===== src/rtl/dnn_output_evaluator_if.sv =====
// Signal bundle between the DNN output-layer stream and the evaluator.
// The master drives the per-neuron stream; the slave (the evaluator) drives the results.
interface dnn_output_evaluator_if #(
  parameter int width     = 32,
  parameter int cpc       = 18,
  parameter int window    = 100,
  parameter int cnt_width = 32
);
  localparam int idxWidth    = $clog2(cpc);
  localparam int errWidth    = width + $clog2(cpc - 2) + 1;
  localparam int recentWidth = $clog2(window + 1);

  logic [idxWidth-1:0]    cycle_index;
  logic                   a_out;
  logic                   y_out;
  logic [width-1:0]       act;
  logic                   case_done;
  logic                   case_correct;
  logic                   case_error;
  logic [errWidth-1:0]    case_abs_err;
  logic [cnt_width-1:0]   num_cases;
  logic [cnt_width-1:0]   total_error;
  logic [recentWidth-1:0] recent_correct;

  modport master (
    output cycle_index, a_out, y_out, act,
    input  case_done, case_correct, case_error, case_abs_err,
           num_cases, total_error, recent_correct
  );

  modport slave (
    input  cycle_index, a_out, y_out, act,
    output case_done, case_correct, case_error, case_abs_err,
           num_cases, total_error, recent_correct
  );
endinterface


===== src/rtl/dnn_output_evaluator.sv =====
// Scores each training case from the DNN output stream and keeps running
// totals plus a sliding count of correct cases over the last `window` cases.
module dnn_output_evaluator #(
  parameter int width     = 32,
  parameter int frac_bits = 21,
  parameter int cpc       = 18,
  parameter int window    = 100,
  parameter int cnt_width = 32
) (
  input logic clk,
  input logic reset,
  dnn_output_evaluator_if.slave eval_if
);
  localparam int idxWidth    = $clog2(cpc);
  localparam int errWidth    = width + $clog2(cpc - 2) + 1;
  localparam int recentWidth = $clog2(window + 1);

  localparam logic [idxWidth-1:0] firstSample = idxWidth'(2);
  localparam logic [idxWidth-1:0] lastIdx     = idxWidth'(cpc - 1);

  localparam logic signed [width:0] halfVal =
    {{(width + 1 - frac_bits){1'b0}}, 1'b1, {(frac_bits - 1){1'b0}}};
  localparam logic signed [width:0] oneVal =
    {{(width - frac_bits){1'b0}}, 1'b1, {frac_bits{1'b0}}};
  localparam logic signed [width:0] zeroVal = '0;

  logic                   armed_q, armed_d;
  logic                   wrongAcc_q, wrongAcc_d;
  logic                   mismAcc_q, mismAcc_d;
  logic [errWidth-1:0]    errAcc_q, errAcc_d;
  logic                   caseDone_q, caseDone_d;
  logic                   caseCorrect_q, caseCorrect_d;
  logic                   caseError_q, caseError_d;
  logic [errWidth-1:0]    caseAbsErr_q, caseAbsErr_d;
  logic [cnt_width-1:0]   numCases_q, numCases_d;
  logic [cnt_width-1:0]   totalError_q, totalError_d;
  logic [window-1:0]      window_q, window_d;
  logic [recentWidth-1:0] recent_q, recent_d;

  logic signed [width:0] actExt;
  logic signed [width:0] target;
  logic signed [width:0] diff;
  logic [width:0]        absErr;
  logic                  wrongK;
  logic                  mismK;
  logic                  isSample;
  logic                  isFinal;

  // One extra bit keeps act minus the target from overflowing before the magnitude is taken.
  assign actExt   = {eval_if.act[width-1], eval_if.act};
  assign target   = eval_if.y_out ? oneVal : zeroVal;
  assign diff     = actExt - target;
  assign absErr   = diff[width] ? -diff : diff;
  assign wrongK   = ((actExt > halfVal) && !eval_if.y_out) ||
                    ((actExt < halfVal) && eval_if.y_out);
  assign mismK    = eval_if.a_out != eval_if.y_out;
  assign isSample = (eval_if.cycle_index >= firstSample) && (eval_if.cycle_index <= lastIdx);
  assign isFinal  = armed_q && (eval_if.cycle_index == lastIdx);

  always_comb begin
    armed_d       = armed_q;
    wrongAcc_d    = wrongAcc_q;
    mismAcc_d     = mismAcc_q;
    errAcc_d      = errAcc_q;
    caseDone_d    = 1'b0;
    caseCorrect_d = caseCorrect_q;
    caseError_d   = caseError_q;
    caseAbsErr_d  = caseAbsErr_q;
    numCases_d    = numCases_q;
    totalError_d  = totalError_q;
    window_d      = window_q;
    recent_d      = recent_q;

    if (eval_if.cycle_index == '0) begin
      armed_d    = 1'b1;
      wrongAcc_d = 1'b0;
      mismAcc_d  = 1'b0;
      errAcc_d   = '0;
    end else if (isFinal) begin
      // The last neuron is folded straight into the result rather than the accumulators.
      caseDone_d    = 1'b1;
      caseCorrect_d = !(wrongAcc_q | wrongK);
      caseError_d   = mismAcc_q | mismK;
      caseAbsErr_d  = errAcc_q + errWidth'(absErr);
      if (numCases_q != '1) begin
        numCases_d = numCases_q + cnt_width'(1);
      end
      if (caseError_d && (totalError_q != '1)) begin
        totalError_d = totalError_q + cnt_width'(1);
      end
      window_d = {window_q[window-2:0], caseCorrect_d};
      recent_d = recent_q + recentWidth'(caseCorrect_d) - recentWidth'(window_q[window-1]);
    end else if (armed_q && isSample) begin
      wrongAcc_d = wrongAcc_q | wrongK;
      mismAcc_d  = mismAcc_q | mismK;
      errAcc_d   = errAcc_q + errWidth'(absErr);
    end
  end

  always_ff @(posedge clk or negedge reset) begin
    if (!reset) begin
      armed_q       <= 1'b0;
      wrongAcc_q    <= 1'b0;
      mismAcc_q     <= 1'b0;
      errAcc_q      <= '0;
      caseDone_q    <= 1'b0;
      caseCorrect_q <= 1'b0;
      caseError_q   <= 1'b0;
      caseAbsErr_q  <= '0;
      numCases_q    <= '0;
      totalError_q  <= '0;
      window_q      <= '0;
      recent_q      <= '0;
    end else begin
      armed_q       <= armed_d;
      wrongAcc_q    <= wrongAcc_d;
      mismAcc_q     <= mismAcc_d;
      errAcc_q      <= errAcc_d;
      caseDone_q    <= caseDone_d;
      caseCorrect_q <= caseCorrect_d;
      caseError_q   <= caseError_d;
      caseAbsErr_q  <= caseAbsErr_d;
      numCases_q    <= numCases_d;
      totalError_q  <= totalError_d;
      window_q      <= window_d;
      recent_q      <= recent_d;
    end
  end

  assign eval_if.case_done      = caseDone_q;
  assign eval_if.case_correct   = caseCorrect_q;
  assign eval_if.case_error     = caseError_q;
  assign eval_if.case_abs_err   = caseAbsErr_q;
  assign eval_if.num_cases      = numCases_q;
  assign eval_if.total_error    = totalError_q;
  assign eval_if.recent_correct = recent_q;
endmodule


===== src/flat_wrapper.sv =====
// flat-port wrapper written by rule: the top's interface ports become plain ports
module dnn_output_evaluator_flat 
#(
  parameter int width     = 32,
  parameter int frac_bits = 21,
  parameter int cpc       = 18,
  parameter int window    = 100,
  parameter int cnt_width = 32
)
  (clk, reset, eval_if_cycle_index, eval_if_a_out, eval_if_y_out, eval_if_act, eval_if_case_done, eval_if_case_correct, eval_if_case_error, eval_if_case_abs_err, eval_if_num_cases, eval_if_total_error, eval_if_recent_correct);
  dnn_output_evaluator_if #(.width(width), .cpc(cpc), .window(window), .cnt_width(cnt_width)) eval_if_i ();
  input logic clk;
  input logic reset;
  input wire logic [$bits(eval_if_i.cycle_index)-1:0] eval_if_cycle_index;
  input wire logic [$bits(eval_if_i.a_out)-1:0] eval_if_a_out;
  input wire logic [$bits(eval_if_i.y_out)-1:0] eval_if_y_out;
  input wire logic [$bits(eval_if_i.act)-1:0] eval_if_act;
  output wire logic [$bits(eval_if_i.case_done)-1:0] eval_if_case_done;
  output wire logic [$bits(eval_if_i.case_correct)-1:0] eval_if_case_correct;
  output wire logic [$bits(eval_if_i.case_error)-1:0] eval_if_case_error;
  output wire logic [$bits(eval_if_i.case_abs_err)-1:0] eval_if_case_abs_err;
  output wire logic [$bits(eval_if_i.num_cases)-1:0] eval_if_num_cases;
  output wire logic [$bits(eval_if_i.total_error)-1:0] eval_if_total_error;
  output wire logic [$bits(eval_if_i.recent_correct)-1:0] eval_if_recent_correct;
  assign eval_if_i.cycle_index = eval_if_cycle_index;
  assign eval_if_i.a_out = eval_if_a_out;
  assign eval_if_i.y_out = eval_if_y_out;
  assign eval_if_i.act = eval_if_act;
  assign eval_if_case_done = eval_if_i.case_done;
  assign eval_if_case_correct = eval_if_i.case_correct;
  assign eval_if_case_error = eval_if_i.case_error;
  assign eval_if_case_abs_err = eval_if_i.case_abs_err;
  assign eval_if_num_cases = eval_if_i.num_cases;
  assign eval_if_total_error = eval_if_i.total_error;
  assign eval_if_recent_correct = eval_if_i.recent_correct;
  dnn_output_evaluator #(.width(width), .frac_bits(frac_bits), .cpc(cpc), .window(window), .cnt_width(cnt_width)) u_core (.clk(clk), .reset(reset), .eval_if(eval_if_i));
endmodule

===== config.mk =====
export PLATFORM = sky130hd
export DESIGN_NAME = dnn_output_evaluator_flat
export DESIGN_NICKNAME = d
export VERILOG_FILES = /design/src/rtl/dnn_output_evaluator_if.sv /design/src/rtl/dnn_output_evaluator.sv /design/src/flat_wrapper.sv
export SDC_FILE = /design/constraint.sdc
export NUM_CORES = 1
export LEC_CHECK = 0
export CAP_MARGIN = 20
export CORE_ASPECT_RATIO = 1.5
export CORE_MARGIN = 2
export CORE_UTILIZATION = 51
export DETAILED_ROUTE_END_ITERATION = 6
export PLACE_DENSITY = 0.77
export SETUP_SLACK_MARGIN = 0.1
export SLEW_MARGIN = 20
export SYNTH_ARGS = -nofsm -noshare
export SYNTH_HDL_FRONTEND = slang
export SYNTH_SLANG_ARGS = --single-unit

===== constraint.sdc =====
create_clock -name clk -period 2.7 [get_ports clk]
set_clock_uncertainty 0.15 [all_clocks]
set_input_delay 0.81 -clock clk [delete_from_list [all_inputs] [get_ports clk]]
set_output_delay 0.81 -clock clk [all_outputs]
set_load 0.01 [all_outputs]

-- After elaboration in Yosys (flattened, before gate mapping)
Cells that the tools add are included.
- shift-type cells: 0
- divide/modulo/power cells: 0
- $lt $le $gt $ge: 4
- add/sub/neg operators: 7
- reductions and logical operators: 15
- multiply operators: 0
- multiplexer cells: 13
- equal/unequal tests: 5
- bitwise gates (word level): 3
- operators by type and width (kind ; number):
    37-bit two-way mux ; 3
    32-bit by 1-bit adder with 32-bit output, second input constant ; 2
    32-bit != test, second input constant ; 2
    37-bit by 33-bit adder with 37-bit output ; 1
    33-bit two-way mux ; 1
    33-bit negation ; 1
    32-bit by 23-bit subtractor with 33-bit output ; 1
    32-bit by 22-bit greater-than comparator with 1-bit output, second input constant ; 1
    32-bit by 22-bit less-than comparator with 1-bit output, second input constant ; 1
    22-bit two-way mux ; 1
    1-bit two-way mux ; 8
    7-bit by 1-bit adder with 7-bit output ; 1
    7-bit by 1-bit subtractor with 7-bit output ; 1
    1-bit logical AND ; 6
    3-bit AND reduction ; 2
    5-bit equality test, second input constant ; 1
    5-bit by 2-bit >= comparator with 1-bit output, second input constant ; 1
    5-bit <= comparator, second input constant ; 1
    5-bit logical NOT ; 1
    2-bit AND reduction ; 2
    1-bit logical NOT ; 2
    2-bit != test, second input constant ; 1
    1-bit bitwise OR ; 2
    2-bit nonzero test ; 1
    3 further kinds ; 3
- flip-flop bits (word level): 251
- memories: 0
- RAM bits: 0
- logic and storage cells: 59
- bits in read-only memories: 0
- bits in latches: 0
- input bits: 41
- output and inout bits: 111

-- Longest topological paths before layout
Gate-level depths: netlist of the first run.
- depth after elaboration: 8
- gate-level depth with buffers: 21
- gate-level depth less buffers: 20

-- Worst setup path after synthesis of the first run
Ideal clock, no wire load.
- path kind: input to register
- from: in eval_if_act[1]
- to: reg u_core.errAcc_q[35]
- buffers on the path: 1
- data required time: 2.481 ns
- stages: 16
- data arrival time: 4.592 ns
- library setup time: 0.069 ns
- setup slack: -2.111 ns
- cell sequence: inv_1 ha_1 nor3b_1 nand3_1 or3_1 or4_4 nand2_1 xnor2_1 ha_1 clkbuf_1 nand4_1 or3_1 o211ai_1 a41oi_1 or4_1 nand3_1
- longest elaborated chain between the ends: 7
- ends and longest elaborated chain (item ; RTL line ; text):
    start: declaration ; flat_wrapper.sv:17 ; input wire logic [$bits(eval_if_i.act)-1:0] eval_if_act;
    32-bit by 23-bit subtractor with 33-bit output * ; dnn_output_evaluator.sv:52 ; assign diff = actExt - target;
    33-bit negation ; dnn_output_evaluator.sv:53 ; assign absErr = diff[width] ? -diff : diff;
    33-bit two-way mux * ; dnn_output_evaluator.sv:53 ;
    37-bit by 33-bit adder with 37-bit output * ; dnn_output_evaluator.sv:96 ; errAcc_d = errAcc_q + errWidth'(absErr);
    37-bit two-way mux * ; dnn_output_evaluator.sv:93 ; end else if (armed_q && isSample) begin
    37-bit two-way mux * ; dnn_output_evaluator.sv:79 ; end else if (isFinal) begin
    37-bit two-way mux * ; dnn_output_evaluator.sv:74 ; if (eval_if.cycle_index == '0) begin
    end signal: assignment ; dnn_output_evaluator.sv:118 ; errAcc_q <= errAcc_d;
    end: declaration ; dnn_output_evaluator.sv:30 ; logic [errWidth-1:0] errAcc_q, errAcc_d;
Every way passes the cells marked *; elsewhere a longest branch is shown, timed or not. The select of a mux whose other input is x is not followed.
A chain may end at the register's enable or synchronous reset.

-- Final worst setup path of the first run
- from: in eval_if_act[0]
- to: reg u_core.caseAbsErr_q[35], in the netlist u_core.eval_if.case_abs_err[35]
- longest elaborated chain between the ends: 4
- ends and longest elaborated chain (item ; RTL line ; text):
    32-bit by 23-bit subtractor with 33-bit output * ; dnn_output_evaluator.sv:52 ;
    33-bit negation ; dnn_output_evaluator.sv:53 ;
    33-bit two-way mux * ; dnn_output_evaluator.sv:53 ;
    37-bit by 33-bit adder with 37-bit output * ; dnn_output_evaluator.sv:84 ; caseAbsErr_d = errAcc_q + errWidth'(absErr);
    end signal: assignment ; dnn_output_evaluator.sv:122 ; caseAbsErr_q <= caseAbsErr_d;
    end: declaration ; dnn_output_evaluator.sv:34 ; logic [errWidth-1:0] caseAbsErr_q, caseAbsErr_d;
Every way passes the cells marked *; elsewhere a longest branch is shown, timed or not.

==> results of run 1 <==
## sequential cells by signal, summed over array words and instances (netlist names)
signal,flops
u_core.eval_if.case_error,1
u_core.wrongAcc_q,1
u_core.mismAcc_q,1
u_core.eval_if.num_cases,32
u_core.eval_if.case_abs_err,37
u_core.window_q,100
u_core.eval_if.recent_correct,7
u_core.eval_if.case_done,1
u_core.eval_if.total_error,32
u_core.armed_q,1
u_core.errAcc_q,37
## cell families after synthesis
kind of cell	count (synthesis)	share of synthesized area, %
compound gates	229	11.7
flops	250	48.4
mux	4	0.339
simple gates	665	22.5
buf+inv	87	2.56
xor+xnor	141	9.56
other cells	1	0.0290
fa+ha+maj	50	4.96
## placed cells by master, fill, tap and decap left out, drive strengths merged, types with 16 or more instances in the layout
cell type      Yosys  layout
clkbuf            52      41
o21ai             72      72
nand3             36      36
nor2              59      59
dfrtp            250     250
a21o              22      22
inv               27      26
and3              17      17
ha                48      48
a21oi             46      46
xnor2             86      86
o31ai             16      16
nand2            463     463
buf                8     315
clkdlybuf4s50      0     119
nand4             21      21
xor2              55      55
## worst max-delay path: cells and delay by family
kind	cells	cell delay, ps
and+or+nand+nor	8	2240
buffers and inverters	6	730
AOI/OAI and AO/OA	3	560
adders and majority gates	2	420
xor gates and xnor gates	1	80
## worst paths after layout
| kind | start | endpoint | slack [ps] | cells after the start |
|---|---|---|---|---|
| max in group asynchronous | reset | u_core.eval_if.total_error[15] | 1670 | 2 |
| hold reg to reg | u_core.window_q[49] | u_core.window_q[50] | 310 | 2 |
| setup / recovery | eval_if_act[0] | u_core.eval_if.case_abs_err[35] | -1850 | 20 |
| min in group clk | u_core.window_q[49] | u_core.window_q[50] | 310 | 2 |
| setup reg to reg | u_core.errAcc_q[0] | u_core.errAcc_q[24] | -360 | 12 |
| hold / removal | reset | u_core.eval_if.case_abs_err[17] | 20 | 1 |
## power breakdown
group / leakage (nW) / internal, mW / switching, mW
registers: 3.35 / 4.36 / 0.575
clock network: 0.369 / 1.81 / 1.48
logic: 5.69 / 4.72 / 5.00
total: 9.41 / 10.9 / 7.06
## cell type report
type | count | share of cell area [%]
inverters | 27 | 0.551
clock inverters | 6 | 0.224
well taps | 328 | 2.10
flip-flops and latches | 250 | 32.0
multi-input cells | 1091 | 40.4
clock buffers | 36 | 3.61
repair buffers | 453 | 21.0
## per-layer routing
metal	GRT usage (%)	part of all wire (%)	up-vias
met5	0	0	-
met1	31.6	34	6222
li1	-	-	5627
met3	3.98	6.3	271
met4	16.9	8.4	0
met2	52.2	51	638
## what timing repair did
| item | CTS | global route |
|---|---|---|
| cloned | 1 | 0 |
| setup buffers | 49 | 33 |
| resized for setup | 250 | 150 |
| setup endpoints to repair | 98 | 103 |
| pin swaps | 117 | 115 |
==> flow_metrics.py, run 1 <==
metrics = {
    "timing": {
        "period_needed_ps": 4550,
        "relSlewSlack_pct": 63.7,
        "setup-tns-final_ps": -100930,
        "rsz0062_at_grt": "true",
        "timing.fmax_mhz": 220,
        "hold_ws_ps": 23.7,
        "worst_pin_slew_ps": 539,
        "setup_slack_ps": -1850,
        "finalHoldViolCount": 0,
        "setup_viol": 81,
        "fin_crit_sh_pct": 169,
        "slew_viol_final": 0,
    },
    "critical_path": {
        "cp_max_fo": 7,
        "cp.required_ps": 3000,
        "crit_type": "in -> reg",
        "cpPeakStageDelay_ps": 550,
        "path_common_cell": "buf_6",
        "end_kind": "flip-flop",
        "path_cells": "buf_6 -> inv_4 -> ha_4 -> nor3b_4 -> nand3_2 -> or3_4 -> or4_4 -> buf_6 -> buf_6 -> nand2_4 -> xnor2_4 -> ha_4 -> buf_4 -> nand4_1 -> or3_1 -> o211ai_1 -> buf_4 -> a41oi_4 -> or3_1 -> a31oi_1",
        "slowest_stage": "or4_4",
        "cp-start-kind": "input pin",
        "critPathArrivalTime_ps": 4850,
    },
    "logic_synthesis": {
        "netlist_top_cells_count": "463 x nand2_1, 250 x dfrtp_1, 86 x xnor2_1",
        "synth_fp_nets": 1518,
        "async_reset_ff_share_pct": 100,
        "synth_top_area_share_pct": 48.4,
        "synth_top_cell_by_area": "dfrtp_1",
        "yosysMostFrequentCell": "nand2_1",
        "syn_avg_cell_area_sq_um": 9.05,
        "synth_edf_count": 0,
        "synth_cell_types": 69,
        "synth-seq-cells": 250,
        "synth_area_leaders": "dfrtp_1 48%, nand2_1 13%, xnor2_1 5.8%",
        "synth_top_flop_cell": "dfrtp_1",
        "ys_warn_count": 0,
        "syn_inst": 1427,
        "synth-seq-area-share_pct": 48.4,
        "syn_area_sq_um": 12900,
    },
    "grt": {
        "antenna_found_initial": 0,
        "grt_max_degree": 65,
        "gr-usage-all-layers_pct": 28.7,
        "grt_pass1_vias": 12635,
        "grt_pass1_wl_mm": 61.4,
        "gr-total-overflow": 0,
    },
    "clock_tree": {
        "tritoncts": "built",
        "numCtsBuffers": 24,
        "hold_buffers": 0,
        "insertion_delay_ps": 540,
        "cts_max_path_buffers": 3,
        "clk_transition_reported_paths_ps": 70,
        "clockRootBuffer": "clkbuf_16",
        "htree_levels": 1,
        "clock-sinks": 250,
    },
    "floorplan": {
        "die_h_microns": 199,
        "core_area_sq_um": 25000,
        "die_width_microns": 134,
        "io_pins": 152,
        "rows": 71,
        "die_area_sq_um": 26600,
        "start_util_pct": 51.7,
    },
    "route": {
        "wl_per_cell_microns": 20.1,
        "route.detailed.drc": 0,
        "ant_nets": 0,
        "routed_wl_mm": 44.0,
        "via_per_inst": 5.82,
        "via_count": 12758,
        "drt_iter0_drc": 917,
        "first_pass_iters": 5,
    },
    "status": {
        "status": "finished, violations left",
        "failed_checks": "setup timing",
    },
    "power_and_ir_drop": {
        "power_density_nw_per_um2": 918,
        "peakVddDrop_mv": 0.775,
        "power_mw": 17.9,
        "p_leak_nw": 9.41,
    },
    "final_layout": {
        "final_nets": 1938,
        "area_growth_pct": 51.2,
        "multi_input_area_sq_um": 7900,
        "fin_util_pct": 78.2,
        "fin_area_sq_um": 19500,
        "fillers": 1419,
        "drive_gt1_share_pct": 31.6,
        "antenna_cells": 0,
        "seqCellArea_sq_um": 6260,
        "stdcell_count": 2191,
    },
    "placed_design": {
        "place.gp.congestion": 0.935,
        "place_inst": 2074,
        "io_buffers": 151,
        "place_area_sq_um": 16800,
        "hpwlAfterDp_mm": 25.1,
        "place_ws_ps": -2700,
    },
    "worst_hold_path": {
        "holdCritPathClass": "in -> async",
    },
    "job": {
        "maxCapViolCount": 0,
    },
}
Power figures use the tool's default switching activity.
==> run 2: changes to the inputs <==
--- a/config.mk
+++ b/config.mk
@@ -10,7 +10,7 @@
 export CORE_MARGIN = 2
 export CORE_UTILIZATION = 51
 export DETAILED_ROUTE_END_ITERATION = 6
-export PLACE_DENSITY = 0.77
+export PLACE_DENSITY_LB_ADDON = 0.3
 export SETUP_SLACK_MARGIN = 0.1
 export SLEW_MARGIN = 20
 export SYNTH_ARGS = -nofsm -noshare
==> run 2 against run 1 <==
Effect of this change: the run still ends with setup timing left; via count shrank 3.7%; routed wire length shrank 9.4%; combinational power shrank 2.7%; sequential cell count is the same; hold slack gained 32 ps.
==> flow_metrics.py, run 2 (synthesis gave the netlist of run 1 again) <==
metrics = {
    "status": {
        "status": "finished, violations left",
        "failed_checks": "setup timing",
    },
    "grt": {
        "gr-total-overflow": 0,
        "grtUsageMet3_pct": 3.80,
        "grt_busiest_layer": "met2",
        "grt_pass1_wl_mm": 60.5,
        "grt_max_degree": 84,
        "antenna_found_initial": 0,
        "grt_pass1_vias": 12436,
        "use_met2_pct": 51.3,
        "grtUsageMet1_pct": 30.9,
        "gr-usage-all-layers_pct": 28.2,
    },
    "power_and_ir_drop": {
        "p_leak_nw": 9.53,
        "power_mw": 17.9,
        "power_density_nw_per_um2": 911,
        "peakVddDrop_mv": 0.835,
    },
    "route": {
        "route.detailed.drc": 0,
        "via_per_inst": 5.53,
        "wl_per_cell_microns": 18.0,
        "via_count": 12286,
        "first_pass_iters": 5,
        "ant_nets": 0,
        "routed_wl_mm": 39.9,
        "drt_iter0_drc": 796,
    },
    "critical_path": {
        "cp.required_ps": 3000,
        "regToRegSetupSlack_ps": -290,
        "crit_type": "in -> reg",
        "ff2ff_path_depth": 12,
        "critPathArrivalTime_ps": 4730,
        "end_kind": "flip-flop",
        "crit_end": "u_core.eval_if.case_abs_err[35]",
        "r2r_end": "u_core.errAcc_q[32]",
        "r2r_start": "u_core.errAcc_q[0]",
        "crit_path_start": "eval_if_act[6]",
        "cp_max_fo": 5,
        "cp-start-kind": "input pin",
    },
    "timing": {
        "rsz0062_at_grt": "true",
        "setup_viol": 79,
        "timing.fmax_mhz": 226,
        "setup_slack_ps": -1730,
        "slew_viol_final": 0,
        "fin_crit_sh_pct": 164,
        "period_needed_ps": 4430,
        "relSlewSlack_pct": 65.4,
        "finalHoldViolCount": 0,
        "worst_pin_slew_ps": 519,
    },
    "final_layout": {
        "largest_reg_flops": 100,
        "final_nets": 1967,
        "final_cell_mix": "446 x nand2_1, 278 x buf_4, 246 x dfrtp_1",
        "fillers": 1510,
        "stdcell_count": 2223,
        "final_common_cell": "nand2_1",
        "area_growth_pct": 52.4,
        "fin_util_pct": 78.8,
        "drive_gt1_share_pct": 32.1,
        "largest-register": "u_core.window_q",
        "fin_area_sq_um": 19700,
        "antenna_cells": 0,
    },
    "floorplan": {
        "die_width_microns": 134,
        "rows": 71,
        "core_area_sq_um": 25000,
        "die_area_sq_um": 26600,
        "die_h_microns": 199,
        "start_util_pct": 51.7,
        "io_pins": 152,
    },
    "placed_design": {
        "place_inst": 2088,
        "place.gp.congestion": 0.909,
        "io_buffers": 151,
        "hpwlAfterDp_mm": 25.2,
        "place_area_sq_um": 16900,
    },
    "clock_tree": {
        "cts_max_path_buffers": 3,
        "clock-sinks": 250,
        "tritoncts": "built",
        "clockRootBuffer": "clkbuf_16",
        "insertion_delay_ps": 540,
        "numCtsBuffers": 25,
        "htree_levels": 1,
        "clk_transition_reported_paths_ps": 70,
    },
    "worst_hold_path": {
        "holdCritPathClass": "in -> async",
    },
    "job": {
        "maxCapViolCount": 0,
    },
}
-- run 2: cell count changes in the layout (fill, tap and decap cells not counted), sizes merged, moves of 3 or more --
| cell | previous run | this run |
|---|---|---|
| buf | 315 | 342 |
| bufinv | 0 | 3 |
| clkbuf | 41 | 35 |
| clkinvlp | 1 | 4 |
| dlygate4sd2 | 11 | 15 |
-- run 2: power by group --
| group | switching [mW] | internal, mW |
|---|---|---|
| combinational | 4.65 | 4.81 |
| sequential | 0.520 | 4.36 |
| clock | 1.53 | 2.06 |
-- run 2: worst max-delay path, cell delays in order --
cell and delay [ps]:
clkdlybuf4s15_1 240, nor4_4 350, nand3_2 130, or3_4 350, or4_4 570, buf_6 150
o21ai_2 110, xor2_1 80, ha_1 300, buf_6 130, nand4_1 160, or3_1 340
o211ai_1 160, buf_4 170, a41oi_4 150, or3_1 340, a31oi_1 170
-- run 2: area by class of cell --
type | instances | area, sq um | area share (%)
timing repair buffer | 482 | 4270 | 21.7
tap | 328 | 410 | 2.09
sequential | 250 | 6260 | 31.8
clock inverter | 14 | 163 | 0.826
inverter | 27 | 105 | 0.534
clock buffer | 32 | 672 | 3.41
multi-input combinational | 1090 | 7800 | 39.6
-- run 2: worst min-delay path by stage --
| stage | depth (start not counted) | to |
|---|---|---|
| final | 1 | u_core.eval_if.num_cases[15] |
| after global routing | 1 | u_core.eval_if.num_cases[16] |
| after CTS | 1 | u_core.errAcc_q[24] |
| after detailed placement | 2 | u_core.window_q[28] |
| after global placement | 2 | u_core.window_q[6] |
| after floorplan | 2 | u_core.window_q[10] |
-- run 2: per-stage QoR --
stage / setup WS [ps] / hold slack [ps] / TNS [ps]
3_3_place_gp: -2610 / 296 / -197780
4_1_cts: -1770 / 66.2 / -82930
3_5_place_dp: -2680 / 300 / -203720
5_1_grt: -1830 / 97.7 / -100790
2_1_floorplan: -1900 / 289 / -86910
6_report: -1730 / 55.9 / -94610
-- run 2: layer usage --
layer	up-vias	wire, microns
li1	5692	-
met1	6064	15000
met2	374	20900
met3	156	1510
met4	0	2510
met5	-	0
-- run 2: repair_timing --
action                                  4_1_cts  5_1_grt
gates resized for setup                     256      103
hold buffers                                  0        0
setup buffers                                72       35
endpoints found under the setup margin       87      105
pin swaps                                   137      103
